`src/rtl/seq_detect_sched_if.sv`:
```
// Bundles the requester-side bit streams and the match report of the
// shared pattern detector. The master drives the streams; the slave is the detector.
interface seq_detect_sched_if #(
  parameter int NUM_CH = 4,
  parameter int CNT_W  = 8
);
  localparam int CH_W = (NUM_CH > 1) ? $clog2(NUM_CH) : 1;

  logic              en;
  logic [NUM_CH-1:0] in_valid;
  logic [NUM_CH-1:0] in_bit;
  logic [NUM_CH-1:0] in_ready;
  logic [NUM_CH-1:0] clr_ch;
  logic              match_vld;
  logic [CH_W-1:0]   match_ch;
  logic [CNT_W-1:0]  match_cnt;

  modport master (
    output en, in_valid, in_bit, clr_ch,
    input  in_ready, match_vld, match_ch, match_cnt
  );

  modport slave (
    input  en, in_valid, in_bit, clr_ch,
    output in_ready, match_vld, match_ch, match_cnt
  );
endinterface

```
`src/rtl/seq_detect_sched.sv`:
```
// Shared overlapping serial pattern detector, time-multiplexed over NUM_CH
// bit streams by a round-robin arbiter. Each channel keeps its own detector
// context (matched prefix length) and a saturating match counter.
module seq_detect_sched #(
  parameter int                 NUM_CH  = 4,
  parameter int                 PAT_LEN = 4,
  parameter logic [PAT_LEN-1:0] PATTERN = 4'b1011,
  parameter int                 CNT_W   = 8
) (
  input logic               clk,
  input logic               reset,
  seq_detect_sched_if.slave bus
);
  localparam int CH_W  = (NUM_CH > 1) ? $clog2(NUM_CH) : 1;
  localparam int CTX_W = $clog2(PAT_LEN);
  localparam int TBL_W = 2 * PAT_LEN * CTX_W;
  localparam logic [CNT_W-1:0] CNT_MAX = '1;

  // Next-context table, entry (s*2 + b): longest suffix of the first s
  // pattern bits followed by b that is a proper prefix of the pattern.
  // On a full match this yields the longest proper border, so overlapping
  // occurrences are found without a separate case.
  function automatic logic [TBL_W-1:0] build_nxt();
    logic [TBL_W-1:0]   tbl;
    logic [PAT_LEN-1:0] str;
    logic               ok;
    int                 best;
    tbl = '0;
    for (int s = 0; s < PAT_LEN; s++) begin
      for (int b = 0; b < 2; b++) begin
        str = '0;
        for (int j = 0; j < PAT_LEN; j++)
          if (j < s) str[j] = PATTERN[PAT_LEN-1-j];
        str[s] = b[0];
        best = 0;
        for (int k = 1; k < PAT_LEN; k++) begin
          if (k <= s + 1) begin
            ok = 1'b1;
            for (int j = 0; j < PAT_LEN; j++)
              if (j < k && str[s+1-k+j] != PATTERN[PAT_LEN-1-j]) ok = 1'b0;
            if (ok) best = k;
          end
        end
        tbl[(s*2+b)*CTX_W +: CTX_W] = best[CTX_W-1:0];
      end
    end
    return tbl;
  endfunction

  localparam logic [TBL_W-1:0] NXT_TBL = build_nxt();

  function automatic logic [CH_W-1:0] wrap_add(input logic [CH_W-1:0] a, input int b);
    int s;
    s = int'(a) + b;
    if (s >= NUM_CH) s = s - NUM_CH;
    return CH_W'(s);
  endfunction

  logic [CH_W-1:0]   ptr;
  logic [CH_W-1:0]   ptr_nxt;
  logic [CH_W-1:0]   scan_idx;
  logic [CH_W-1:0]   gnt_idx;
  logic [NUM_CH-1:0] elig;
  logic [NUM_CH-1:0] grant;
  logic [NUM_CH-1:0] clr_eff;
  logic              gnt_any;

  logic [CTX_W-1:0]  ctx [NUM_CH];
  logic [CNT_W-1:0]  cnt [NUM_CH];

  logic              bit_sel;
  logic [CTX_W-1:0]  ctx_sel;
  logic [CTX_W-1:0]  ctx_nxt;
  logic [CNT_W-1:0]  cnt_sel;
  logic [CNT_W-1:0]  cnt_nxt;
  logic              hit;

  logic              match_vld_q;
  logic [CH_W-1:0]   match_ch_q;
  logic [CNT_W-1:0]  match_cnt_q;

  // A channel being cleared is never granted in the same cycle, and en=0
  // freezes everything, clears included.
  assign elig    = bus.in_valid & ~bus.clr_ch & {NUM_CH{bus.en}};
  assign clr_eff = bus.clr_ch & {NUM_CH{bus.en}};

  // Round-robin search: first eligible channel starting at ptr.
  always_comb begin
    grant    = '0;
    gnt_idx  = '0;
    gnt_any  = 1'b0;
    scan_idx = '0;
    for (int i = 0; i < NUM_CH; i++) begin
      scan_idx = wrap_add(ptr, i);
      if (!gnt_any && elig[scan_idx]) begin
        gnt_any         = 1'b1;
        gnt_idx         = scan_idx;
        grant[scan_idx] = 1'b1;
      end
    end
    ptr_nxt = wrap_add(gnt_idx, 1);
  end

  // Shared detector datapath operating on the granted channel's context.
  always_comb begin
    bit_sel = bus.in_bit[gnt_idx];
    ctx_sel = ctx[gnt_idx];
    cnt_sel = cnt[gnt_idx];
    hit     = gnt_any && (int'(ctx_sel) == PAT_LEN - 1) && (bit_sel == PATTERN[0]);
    ctx_nxt = NXT_TBL[(int'(ctx_sel) * 2 + int'(bit_sel)) * CTX_W +: CTX_W];
    cnt_nxt = (cnt_sel == CNT_MAX) ? cnt_sel : cnt_sel + 1'b1;
  end

  // Pointer advances past the granted channel; holds when nothing is granted.
  always_ff @(posedge clk or posedge reset) begin
    if (reset) begin
      ptr <= '0;
    end else if (gnt_any) begin
      ptr <= ptr_nxt;
    end
  end

  // Per-channel context and counter save/restore.
  always_ff @(posedge clk or posedge reset) begin
    if (reset) begin
      for (int i = 0; i < NUM_CH; i++) begin
        ctx[i] <= '0;
        cnt[i] <= '0;
      end
    end else begin
      for (int i = 0; i < NUM_CH; i++) begin
        if (clr_eff[i]) begin
          ctx[i] <= '0;
          cnt[i] <= '0;
        end else if (grant[i]) begin
          ctx[i] <= ctx_nxt;
          if (hit) cnt[i] <= cnt_nxt;
        end
      end
    end
  end

  // Registered match report; channel and count hold between matches.
  always_ff @(posedge clk or posedge reset) begin
    if (reset) begin
      match_vld_q <= 1'b0;
      match_ch_q  <= '0;
      match_cnt_q <= '0;
    end else begin
      match_vld_q <= hit;
      if (hit) begin
        match_ch_q  <= gnt_idx;
        match_cnt_q <= cnt_nxt;
      end
    end
  end

  assign bus.in_ready  = grant;
  assign bus.match_vld = match_vld_q;
  assign bus.match_ch  = match_ch_q;
  assign bus.match_cnt = match_cnt_q;
endmodule

```
`src/flat_wrapper.sv`:
```
// flat-port wrapper written by rule: the top's interface ports become plain ports
module seq_detect_sched_flat 
#(
  parameter int                 NUM_CH  = 4,
  parameter int                 PAT_LEN = 4,
  parameter logic [PAT_LEN-1:0] PATTERN = 4'b1011,
  parameter int                 CNT_W   = 8
)
  (clk, reset, bus_en, bus_in_valid, bus_in_bit, bus_clr_ch, bus_in_ready, bus_match_vld, bus_match_ch, bus_match_cnt);
  seq_detect_sched_if #(.NUM_CH(NUM_CH), .CNT_W(CNT_W)) bus_i ();
  input logic clk;
  input logic reset;
  input wire logic [$bits(bus_i.en)-1:0] bus_en;
  input wire logic [$bits(bus_i.in_valid)-1:0] bus_in_valid;
  input wire logic [$bits(bus_i.in_bit)-1:0] bus_in_bit;
  input wire logic [$bits(bus_i.clr_ch)-1:0] bus_clr_ch;
  output wire logic [$bits(bus_i.in_ready)-1:0] bus_in_ready;
  output wire logic [$bits(bus_i.match_vld)-1:0] bus_match_vld;
  output wire logic [$bits(bus_i.match_ch)-1:0] bus_match_ch;
  output wire logic [$bits(bus_i.match_cnt)-1:0] bus_match_cnt;
  assign bus_i.en = bus_en;
  assign bus_i.in_valid = bus_in_valid;
  assign bus_i.in_bit = bus_in_bit;
  assign bus_i.clr_ch = bus_clr_ch;
  assign bus_in_ready = bus_i.in_ready;
  assign bus_match_vld = bus_i.match_vld;
  assign bus_match_ch = bus_i.match_ch;
  assign bus_match_cnt = bus_i.match_cnt;
  seq_detect_sched #(.NUM_CH(NUM_CH), .PAT_LEN(PAT_LEN), .PATTERN(PATTERN), .CNT_W(CNT_W)) u_core (.clk(clk), .reset(reset), .bus(bus_i));
endmodule
```
`config.mk`:
```
export PLATFORM = sky130hd
export DESIGN_NAME = seq_detect_sched_flat
export DESIGN_NICKNAME = d
export VERILOG_FILES = /design/src/rtl/seq_detect_sched_if.sv /design/src/rtl/seq_detect_sched.sv /design/src/flat_wrapper.sv
export SDC_FILE = /design/constraint.sdc
export NUM_CORES = 1
export LEC_CHECK = 0
export ABC_CLOCK_PERIOD_IN_PS = 3930
export CORE_MARGIN = 1
export CORE_UTILIZATION = 55
export CTS_CLUSTER_DIAMETER = 40
export DETAILED_ROUTE_END_ITERATION = 16
export PLACE_DENSITY = 0.81
export SLEW_MARGIN = 20
export SYNTH_ARGS = -nofsm -noshare
export SYNTH_HDL_FRONTEND = slang
export SYNTH_SLANG_ARGS = --single-unit
```
`constraint.sdc`:
```
create_clock -name clk -period 3.93 [get_ports clk]
set_clock_uncertainty 0.1 [all_clocks]
set_input_delay 0.9825 -clock clk [delete_from_list [all_inputs] [get_ports clk]]
set_output_delay 0.9825 -clock clk [all_outputs]
set_load 0.01 [all_outputs]
```
=== Word level (Yosys, flattened, before mapping) ===
Index checks and enable logic that the tools add are counted.

* Output and inout port bits: 15
* Bits in registers: 53
* Input port bits: 15

* Reduce and logical (&&, ||, !) cells: 24
* Eq/ne operators: 2
* Bitwise gates (word level): 8
* Add/subtract/negate cells: 11
* Magnitude comparators: 15
* Shift-type cells: 1
* Muxes and demuxes: 59

{| class="wikitable"
|+ Operators by type and width
! operator !! number
|-
| $mux W8 || 12
|-
| $mux W2 || 19
|-
| $shiftx A16 B32 Y2 const A || 1
|-
| $bmux W8 S2 || 1
|-
| $mux W4 || 4
|-
| $reduce_bool A2 Y1 || 8
|-
| $ge A3 B3 Y1 const B || 5
|-
| $lt A2 B3 Y1 const B || 5
|-
| $mux W1 || 13
|-
| $and A4 B4 Y4 || 3
|-
| $or A4 B4 Y4 || 3
|-
| $bmux W1 S2 || 5
|-
| $sub A2 B1 Y2 const B || 5
|-
| $logic_and A1 B1 Y1 || 9
|-
| $add A8 B1 Y8 const B || 1
|-
| $demux W1 S2 || 4
|-
| $eq A8 B8 Y1 const B || 1
|-
| $ge A2 B1 Y1 const B || 4
|-
| $reduce_and A2 Y1 || 4
|-
| $add A2 B1 Y3 const B || 2
|-
| $add A2 B2 Y3 const B || 2
|-
| $add A3 B1 Y4 || 1
|-
| $bmux W2 S2 || 1
|-
| $not A4 Y4 || 1
|-
| 4 further kinds || 6
|}

=== Depth between registers and ports, before layout ===
Gate-level depths: netlist of the first run.

* Depth in word-level cells: 25
* Mapped depth: 19

=== Least setup slack after synthesis of the first run ===
OpenSTA, ideal clock, no wires.

* Path type: in2reg
* From: input bus_en
* To: register u_core.ctx[7] (netlist bit)
* Data arrival time: 3.742 ns
* Library setup time: 0.077 ns
* Stages on the path: 15
* Required time: 3.753 ns
* Path slack: 0.010 ns
* Buffers on the path: 5
* Cells stage by stage: buf_2 -> buf_2 -> o21ai_0 -> a211o_1 -> nand2_1 -> buf_4 -> buf_4 -> buf_2 -> mux2i_1 -> a21oi_1 -> inv_1 -> ha_1 -> mux2i_1 -> nand2_1 -> a21oi_1

* Longest elaborated chain between the ends: 21
* Elaborated cells on any way between the ends: 41

{| class="wikitable"
|+ Ends and longest elaborated chain
! element !! line !! source
|-
| start: declaration || flat_wrapper.sv:13 || <nowiki>input wire logic [$bits(bus_i.en)-1:0] bus_en;</nowiki>
|-
| $and A4 B4 Y4 || seq_detect_sched.sv:84 || <nowiki>assign elig = bus.in_valid & ~bus.clr_ch & {NUM_CH{bus.en}};</nowiki>
|-
| $bmux W1 S2 || seq_detect_sched.sv:95 || <nowiki>if (!gnt_any && elig[scan_idx]) begin</nowiki>
|-
| $mux W1 (not written as such) || seq_detect_sched.sv:95 ||
|-
| $mux W1 || seq_detect_sched.sv:95 ||
|-
| $logic_not A1 Y1 || seq_detect_sched.sv:95 ||
|-
| $logic_and A1 B1 Y1 || seq_detect_sched.sv:95 ||
|-
| $mux W1 || seq_detect_sched.sv:95 ||
|-
| $logic_not A1 Y1 || seq_detect_sched.sv:95 ||
|-
| [... 4 more ...] || n/a ||
|-
| $mux W2 || seq_detect_sched.sv:95 ||
|-
| $not A2 Y3 (not written as such) || seq_detect_sched.sv:107 || <nowiki>ctx_sel = ctx[gnt_idx];</nowiki>
|-
| $bmux W2 S2 || seq_detect_sched.sv:107 ||
|-
| $mux W2 (not written as such) (2 in series) || seq_detect_sched.sv:107 ||
|-
| $add A3 B1 Y4 || seq_detect_sched.sv:110 || <nowiki>ctx_nxt = NXT_TBL[(int'(ctx_sel) * 2 + int'(bit_sel)) * CTX_W +: CTX_W];</nowiki>
|-
| $shiftx A16 B32 Y2 || seq_detect_sched.sv:110 ||
|-
| $mux W2 || seq_detect_sched.sv:135 || <nowiki>end else if (grant[i]) begin</nowiki>
|-
| $mux W2 || seq_detect_sched.sv:132 || <nowiki>if (clr_eff[i]) begin</nowiki>
|-
| end signal: indexed assignment || seq_detect_sched.sv:136 || <nowiki>ctx[i] <= ctx_nxt;</nowiki>
|-
| end: declaration || seq_detect_sched.sv:68 || <nowiki>logic [CTX_W-1:0] ctx [NUM_CH];</nowiki>
|}

Parallel ways exist; a longest one is shown, timed or not. The select of a mux whose other input is x is not followed.
A chain may end at the register's enable or synchronous reset.

=== Worst setup path after layout of the first run ===
* From: input bus_en
* To: output bus_in_ready[1]

* Longest elaborated chain between the ends: 13
* Elaborated cells on any way between the ends: 25

{| class="wikitable"
|+ Ends and longest elaborated chain
! element !! line !! source
|-
| $and A4 B4 Y4 * || seq_detect_sched.sv:84 ||
|-
| $bmux W1 S2 || seq_detect_sched.sv:95 ||
|-
| $mux W1 (not written as such) || seq_detect_sched.sv:95 ||
|-
| $mux W1 || seq_detect_sched.sv:95 ||
|-
| $logic_not A1 Y1 || seq_detect_sched.sv:95 ||
|-
| $logic_and A1 B1 Y1 || seq_detect_sched.sv:95 ||
|-
| $mux W1 || seq_detect_sched.sv:95 ||
|-
| $logic_not A1 Y1 || seq_detect_sched.sv:95 ||
|-
| $logic_and A1 B1 Y1 || seq_detect_sched.sv:95 ||
|-
| $mux W1 || seq_detect_sched.sv:95 ||
|-
| $logic_not A1 Y1 || seq_detect_sched.sv:95 ||
|-
| $logic_and A1 B1 Y1 || seq_detect_sched.sv:95 ||
|-
| $mux W4 * || seq_detect_sched.sv:95 ||
|-
| end: declaration || flat_wrapper.sv:17 || <nowiki>output wire logic [$bits(bus_i.in_ready)-1:0] bus_in_ready;</nowiki>
|}

Every way passes the cells marked *; elsewhere a longest branch is shown, timed or not. The select of a mux whose other input is x is not followed.

==> flow_summary.ini, run 1 <==
[drt]
avgViaCountPerCell = 6.11
dr.pass1.iters = 5
avgRoutedWirePerCell_um = 17.4
vias = 3418
postRouteWirelength_um = 9750
drt_iter0_drc = 267
drc = 0
drtAntennaViolNets = 0

[synth]
yosys_most_used_dff = dfrtp_1
yosys_warnings = 0
synth.net_count = 408
async_reset_ff_share_pct = 100
yosysSeqAreaShare_pct = 38.3
ys_ff_latch = 53
synth_top_area_share_pct = 38.3
synthCells = 388
synth_edf_count = 0
synth_area_per_cell_um2 = 8.93
yosysTopAreaCell = dfrtp_1
synth.area.top_cells = dfrtp_1 (38%), mux2i_1 (9.5%), nand2_1 (7.0%)
netlist_area_um2 = 3470
yosys.cell_types.count = 61

[timing]
worst_slew_pin_slew_ns = 0.581
rsz0062_at_grt = false
hold_viol_final = 0
fin_crit_sh_pct = 98.1
hold_slack_ns = 0.417
fin_crit_ns = 3.85
setup-tns-final_ns = 0
finalSetupViolCount = 0
fmax_mhz = 259
max_slew_margin_pct = 61.2
drv_slew = 0

[power_and_ir_drop]
p_leak_nw = 2.16
p_seq_share_pct = 28.6
vdd_ir_drop_max_mv = 0.364
p_sw_mw = 1.06
internal-power_mw = 1.49
powerDensity_nw_per_um2 = 559
power_frac_comb_pct = 58.4
switching_share_pct = 41.5
pwr-share-clk_pct = 13.0

[cells_and_area]
final_layout_size_suffix_gt1_share_pct = 26.0
regArea_um2 = 1330
fin_cells = 559
nFillCells = 410
final_common_cell = buf_4
nNetsFinal = 503
final_cell_mix = buf_4 (75), nand2_1 (65), dfrtp_1 (53)
multi_input_area_um2 = 2040
diodes = 0
area_growth_pct = 31.3

[worst_hold_path]
hp-class = reg2reg

[placed_design]
placed_cells = 549
place_congestion = 0.943
io_buffers = 29
dp_hpwl_um = 7160

[clock_network]
cts_buffer_depth = 2
cts.sinks = 53
root_buffer = clkbuf_8
path_clk_slew_ns = 0.11
hold_buffers = 0
cts_tree = yes
numCtsBuffers = 5
clk_latency_ns = 0.32
htreeDepth = 2

[worst_setup_path]
critPathRequiredTime_ns = 2.85
cp_max_fo = 7
crit_type = in2out
cp-start-kind = primary input
end_kind = output port
arrival_ns = 2.77

[floorplanning]
die_h_um = 81.4
num_rows = 28
initial_utilization_pct = 57.9
boundaryPins = 30
die_area_um2 = 6620
fp.dieW_um = 81.4
design.core.area_um2 = 5990

[grt]
grt_pass1_vias = 3328
grt_pass1_wl_um = 15200
gr-total-overflow = 0
grtUsageTotal_pct = 30.9
grt_max_degree = 28
antenna_found_initial = 0

[job]
max_cap_viol_count = 0

[outcome]
outcome = completed
==> cell type report <==
type / instances / area share (%)
repair buffers: 107 / 20.1
clock inverters: 3 / 0.577
well taps: 75 / 2.06
inverters: 21 / 1.73
clock buffers: 5 / 1.51
flip-flops and latches: 53 / 29.1
multi-input cells: 295 / 44.9
==> power by group through the flow <==
| stage | clock (mW) | sequential (mW) | combinational, mW |
|---|---|---|---|
| after floorplan | 0 | 0.743 | 0.796 |
| after global placement | 0 | 0.731 | 1.38 |
| after detailed placement | 0 | 0.736 | 1.42 |
| after CTS | 0.337 | 0.727 | 1.43 |
| after global routing | 0.352 | 0.740 | 1.59 |
| final | 0.329 | 0.728 | 1.48 |
==> synthesized netlist by cell type (all sizes together) (5+ instances only) <==
master  count
nand2      65
dfrtp      53
mux2i      33
a21oi      31
inv        21
o21ai      18
nor2       16
buf        14
o211ai     14
nand2b     11
o22ai      11
and2        8
mux2        8
nand3       8
o32ai       8
clkbuf      5
ha          5
nor3        5
or3         5
==> registers in the layout (all words and copies together) (netlist names) <==
signal	count
u_core.bus.match_cnt	8
u_core.ptr	2
u_core.cnt	32
u_core.ctx	8
u_core.bus.match_ch	2
u_core.bus.match_vld	1
==> metrics by stage <==
stage                     cell area, µm²  worst slack, ns  total power, mW  util [%]
after floorplan                     3470           0.0104             1.54         -
after global placement              4350           -0.460             2.11      72.6
after detailed placement            4350           -0.527             2.16      72.6
after CTS                           4470          -0.0139             2.49      74.5
after global routing                4550           0.0143             2.68      76.0
final                               4550           0.0761             2.54      76.0
==> worst paths after layout <==
path	cells after the start	start	slack [ns]	to
min in group asynchronous	2	reset	0.93	u_core.cnt[30]
min	1	u_core.bus.match_cnt[3]	0.42	u_core.bus.match_cnt[3]
max reg2reg	14	u_core.ptr[0]	0.46	u_core.cnt[10]
max in group asynchronous	3	reset	2.03	u_core.bus.match_vld
max	7	bus_en	0.08	bus_in_ready[1]
min reg2reg	1	u_core.bus.match_cnt[3]	0.42	u_core.bus.match_cnt[3]
==> logic make-up after synthesis <==
kind of cell               count (synthesis)  synth area share, %
buffers and inverters                     40                 5.34
AOI/OAI and AO/OA                        111                 21.6
xor gates and xnor gates                   1                0.253
muxes                                     41                 12.2
DFF                                       53                 38.3
and+or+nand+nor                          137                 20.5
adders and majority gates                  5                 1.81
==> worst max-delay path: stages <==
cell and delay, ns:
dlygate4sd2_1 0.34, and4b_1 0.32, nor2_1 0.09, or3_4 0.39
a21boi_4 0.23, a221o_1 0.20, clkdlybuf4s15_2 0.23
==> routing by layer <==
layer | up-vias | share of wire [%] | wire length, µm | track usage, %
met4 | 0 | 3.0 | 294 | 12.5
met2 | 154 | 48 | 4640 | 51.7
met1 | 1635 | 43 | 4200 | 39.9
li1 | 1594 | - | - | -
met3 | 35 | 6.3 | 615 | 4.38
met5 | - | 0 | 0 | 0
==> what timing repair did <==
| item | 4_1_cts | 5_1_grt |
|---|---|---|
| gates cloned | 0 | 0 |
| setup buffers | 1 | 1 |
| resized for setup | 22 | 19 |
| setup endpoints to repair | 21 | 37 |
| pin swaps | 4 | 4 |
Power figures use the tool's default switching activity.
==> inputs of run 2 (changes only) <==
CORE_ASPECT_RATIO = 0.5   (was default)
==> flow_summary.ini, run 2 (synthesized netlist as in run 1, its figures left out) <==
[worst_setup_path]
cp_slowest_cell = or3_1
path_buf_inv = 3
cp-start-kind = primary input
max_stage_delay_ns = 0.37
cpLargestDelayFamily = buffers and inverters
critPathRequiredTime_ns = 2.85
arrival_ns = 2.74
cp_max_fo = 3
crit_type = in2out
crit_chain = dlygate4sd2_1 > and3b_1 > o21a_1 > or3_1 > a21boi_2 > buf_4 > a221o_1 > clkdlybuf4s15_1
end_kind = output port

[timing]
hold_viol_final = 0
rsz0062_at_grt = false
fin_crit_ns = 3.82
fmax_mhz = 262
finalSetupViolCount = 0
setup-tns-final_ns = 0
fin_crit_sh_pct = 97.2
max_slew_margin_pct = 36.7
drv_slew = 0
hold_slack_ns = 0.413
setup_ws_ns = 0.110
worst_slew_pin_slew_ns = 0.950

[floorplanning]
die_h_um = 58.1
design.core.area_um2 = 6080
num_rows = 20
fp.dieW_um = 114
initial_utilization_pct = 57.0
boundaryPins = 30
die_area_um2 = 6640

[job]
max_cap_viol_count = 0

[cells_and_area]
nNetsFinal = 506
final_layout_size_suffix_gt1_share_pct = 26.5
area_growth_pct = 32.9
largest_reg_flops = 32
final_common_cell = buf_4
diodes = 0
regArea_um2 = 1330
regMostFlops = u_core.cnt
multi_input_area_um2 = 2040
nFillCells = 432
final_cell_mix = buf_4 (80), nand2_1 (64), dfrtp_1 (53)

[clock_network]
htreeDepth = 2
numCtsBuffers = 5
root_buffer = clkbuf_16
cts_tree = yes
clk_latency_ns = 0.30
cts.sinks = 53
path_clk_slew_ns = 0.07
hold_buffers = 0
cts_buffer_depth = 2

[drt]
vias = 3529
postRouteWirelength_um = 10300
drt_iter0_drc = 229
highest_layer = met4
drc = 0
drtAntennaViolNets = 0
avgViaCountPerCell = 6.14
routed-wl-met3_um = 782
dr.pass1.iters = 6
avgRoutedWirePerCell_um = 18.0
wl_met2_um = 4820
wl_met1_um = 4470

[grt]
antenna_found_initial = 0
grt_pass1_vias = 3421
gr-total-overflow = 0
grt_max_degree = 54
grt_pass1_wl_um = 16400
grtUsageTotal_pct = 32.1

[power_and_ir_drop]
vdd_ir_drop_max_mv = 0.297
finalPower_mw = 2.66
powerDensity_nw_per_um2 = 578
p_leak_nw = 2.14

[placed_design]
dp_hpwl_um = 7410
io_buffers = 29
dp_slack_ns = -0.560
place_congestion = 0.947

[worst_hold_path]
hp-class = reg2reg

[outcome]
outcome = completed
run 2: layout make-up:
| type | instances | share of cell area (%) |
|---|---|---|
| inverters | 21 | 1.74 |
| clock inverters | 2 | 0.299 |
| multi-input cells | 295 | 44.4 |
| repair buffers | 110 | 19.6 |
| well taps | 88 | 2.39 |
| flip-flops and latches | 53 | 28.8 |
| clock buffers | 6 | 2.80 |
run 2: per-layer routing:
| metal | track usage, % | up-vias |
|---|---|---|
| li1 | - | 1604 |
| met1 | 42.7 | 1740 |
| met2 | 53.7 | 159 |
| met3 | 4.60 | 26 |
| met4 | 12.8 | 0 |
| met5 | 0 | - |
run 2: per-stage QoR:
stage	cell area [µm²]	std cells	util [%]
after floorplan	3470	388	-
after global placement	4320	559	71.0
after CTS	4550	573	74.9
final	4600	575	75.7
after detailed placement	4320	559	71.0
after global routing	4600	575	75.7
run 2: path summary, 6_finish.rpt:
kind / start / to / slack, ns / cells after the start
min in group asynchronous: reset / u_core.bus.match_vld / 1.09 / 2
worst max register to register: u_core.ptr[0] / u_core.cnt[31] / 0.52 / 13
worst max-delay path: bus_clr_ch[0] / bus_in_ready[3] / 0.11 / 8
worst min-delay path: u_core.bus.match_cnt[3] / u_core.bus.match_cnt[3] / 0.41 / 1
worst min register to register: u_core.bus.match_cnt[3] / u_core.bus.match_cnt[3] / 0.41 / 1
max in group asynchronous: reset / u_core.cnt[11] / 2.08 / 2
run 2: report_power, final:
group | internal (mW) | switching (mW)
Clock | 0.238 | 0.210
Combinational | 0.679 | 0.801
Sequential | 0.654 | 0.0756
Total | 1.57 | 1.09
run 2: what timing repair did:
item | 4_1_cts | 5_1_grt
resized for setup | 25 | 17
gates cloned | 0 | 0
pin swaps | 8 | 4
setup buffers | 6 | 2
setup endpoints to repair | 43 | 47
run 2: worst register-to-register path, cell delays in order (launching register included):
cell	delay, ns
dfrtp_1	0.38
inv_1	0.14
ha_1	0.34
inv_1	0.11
o211ai_1	0.13
a221oi_2	0.28
buf_4	0.19
a211o_1	0.17
nand2_1	0.16
buf_4	0.20
mux2i_1	0.17
or4_4	0.59
nor2b_4	0.18
a21oi_1	0.19
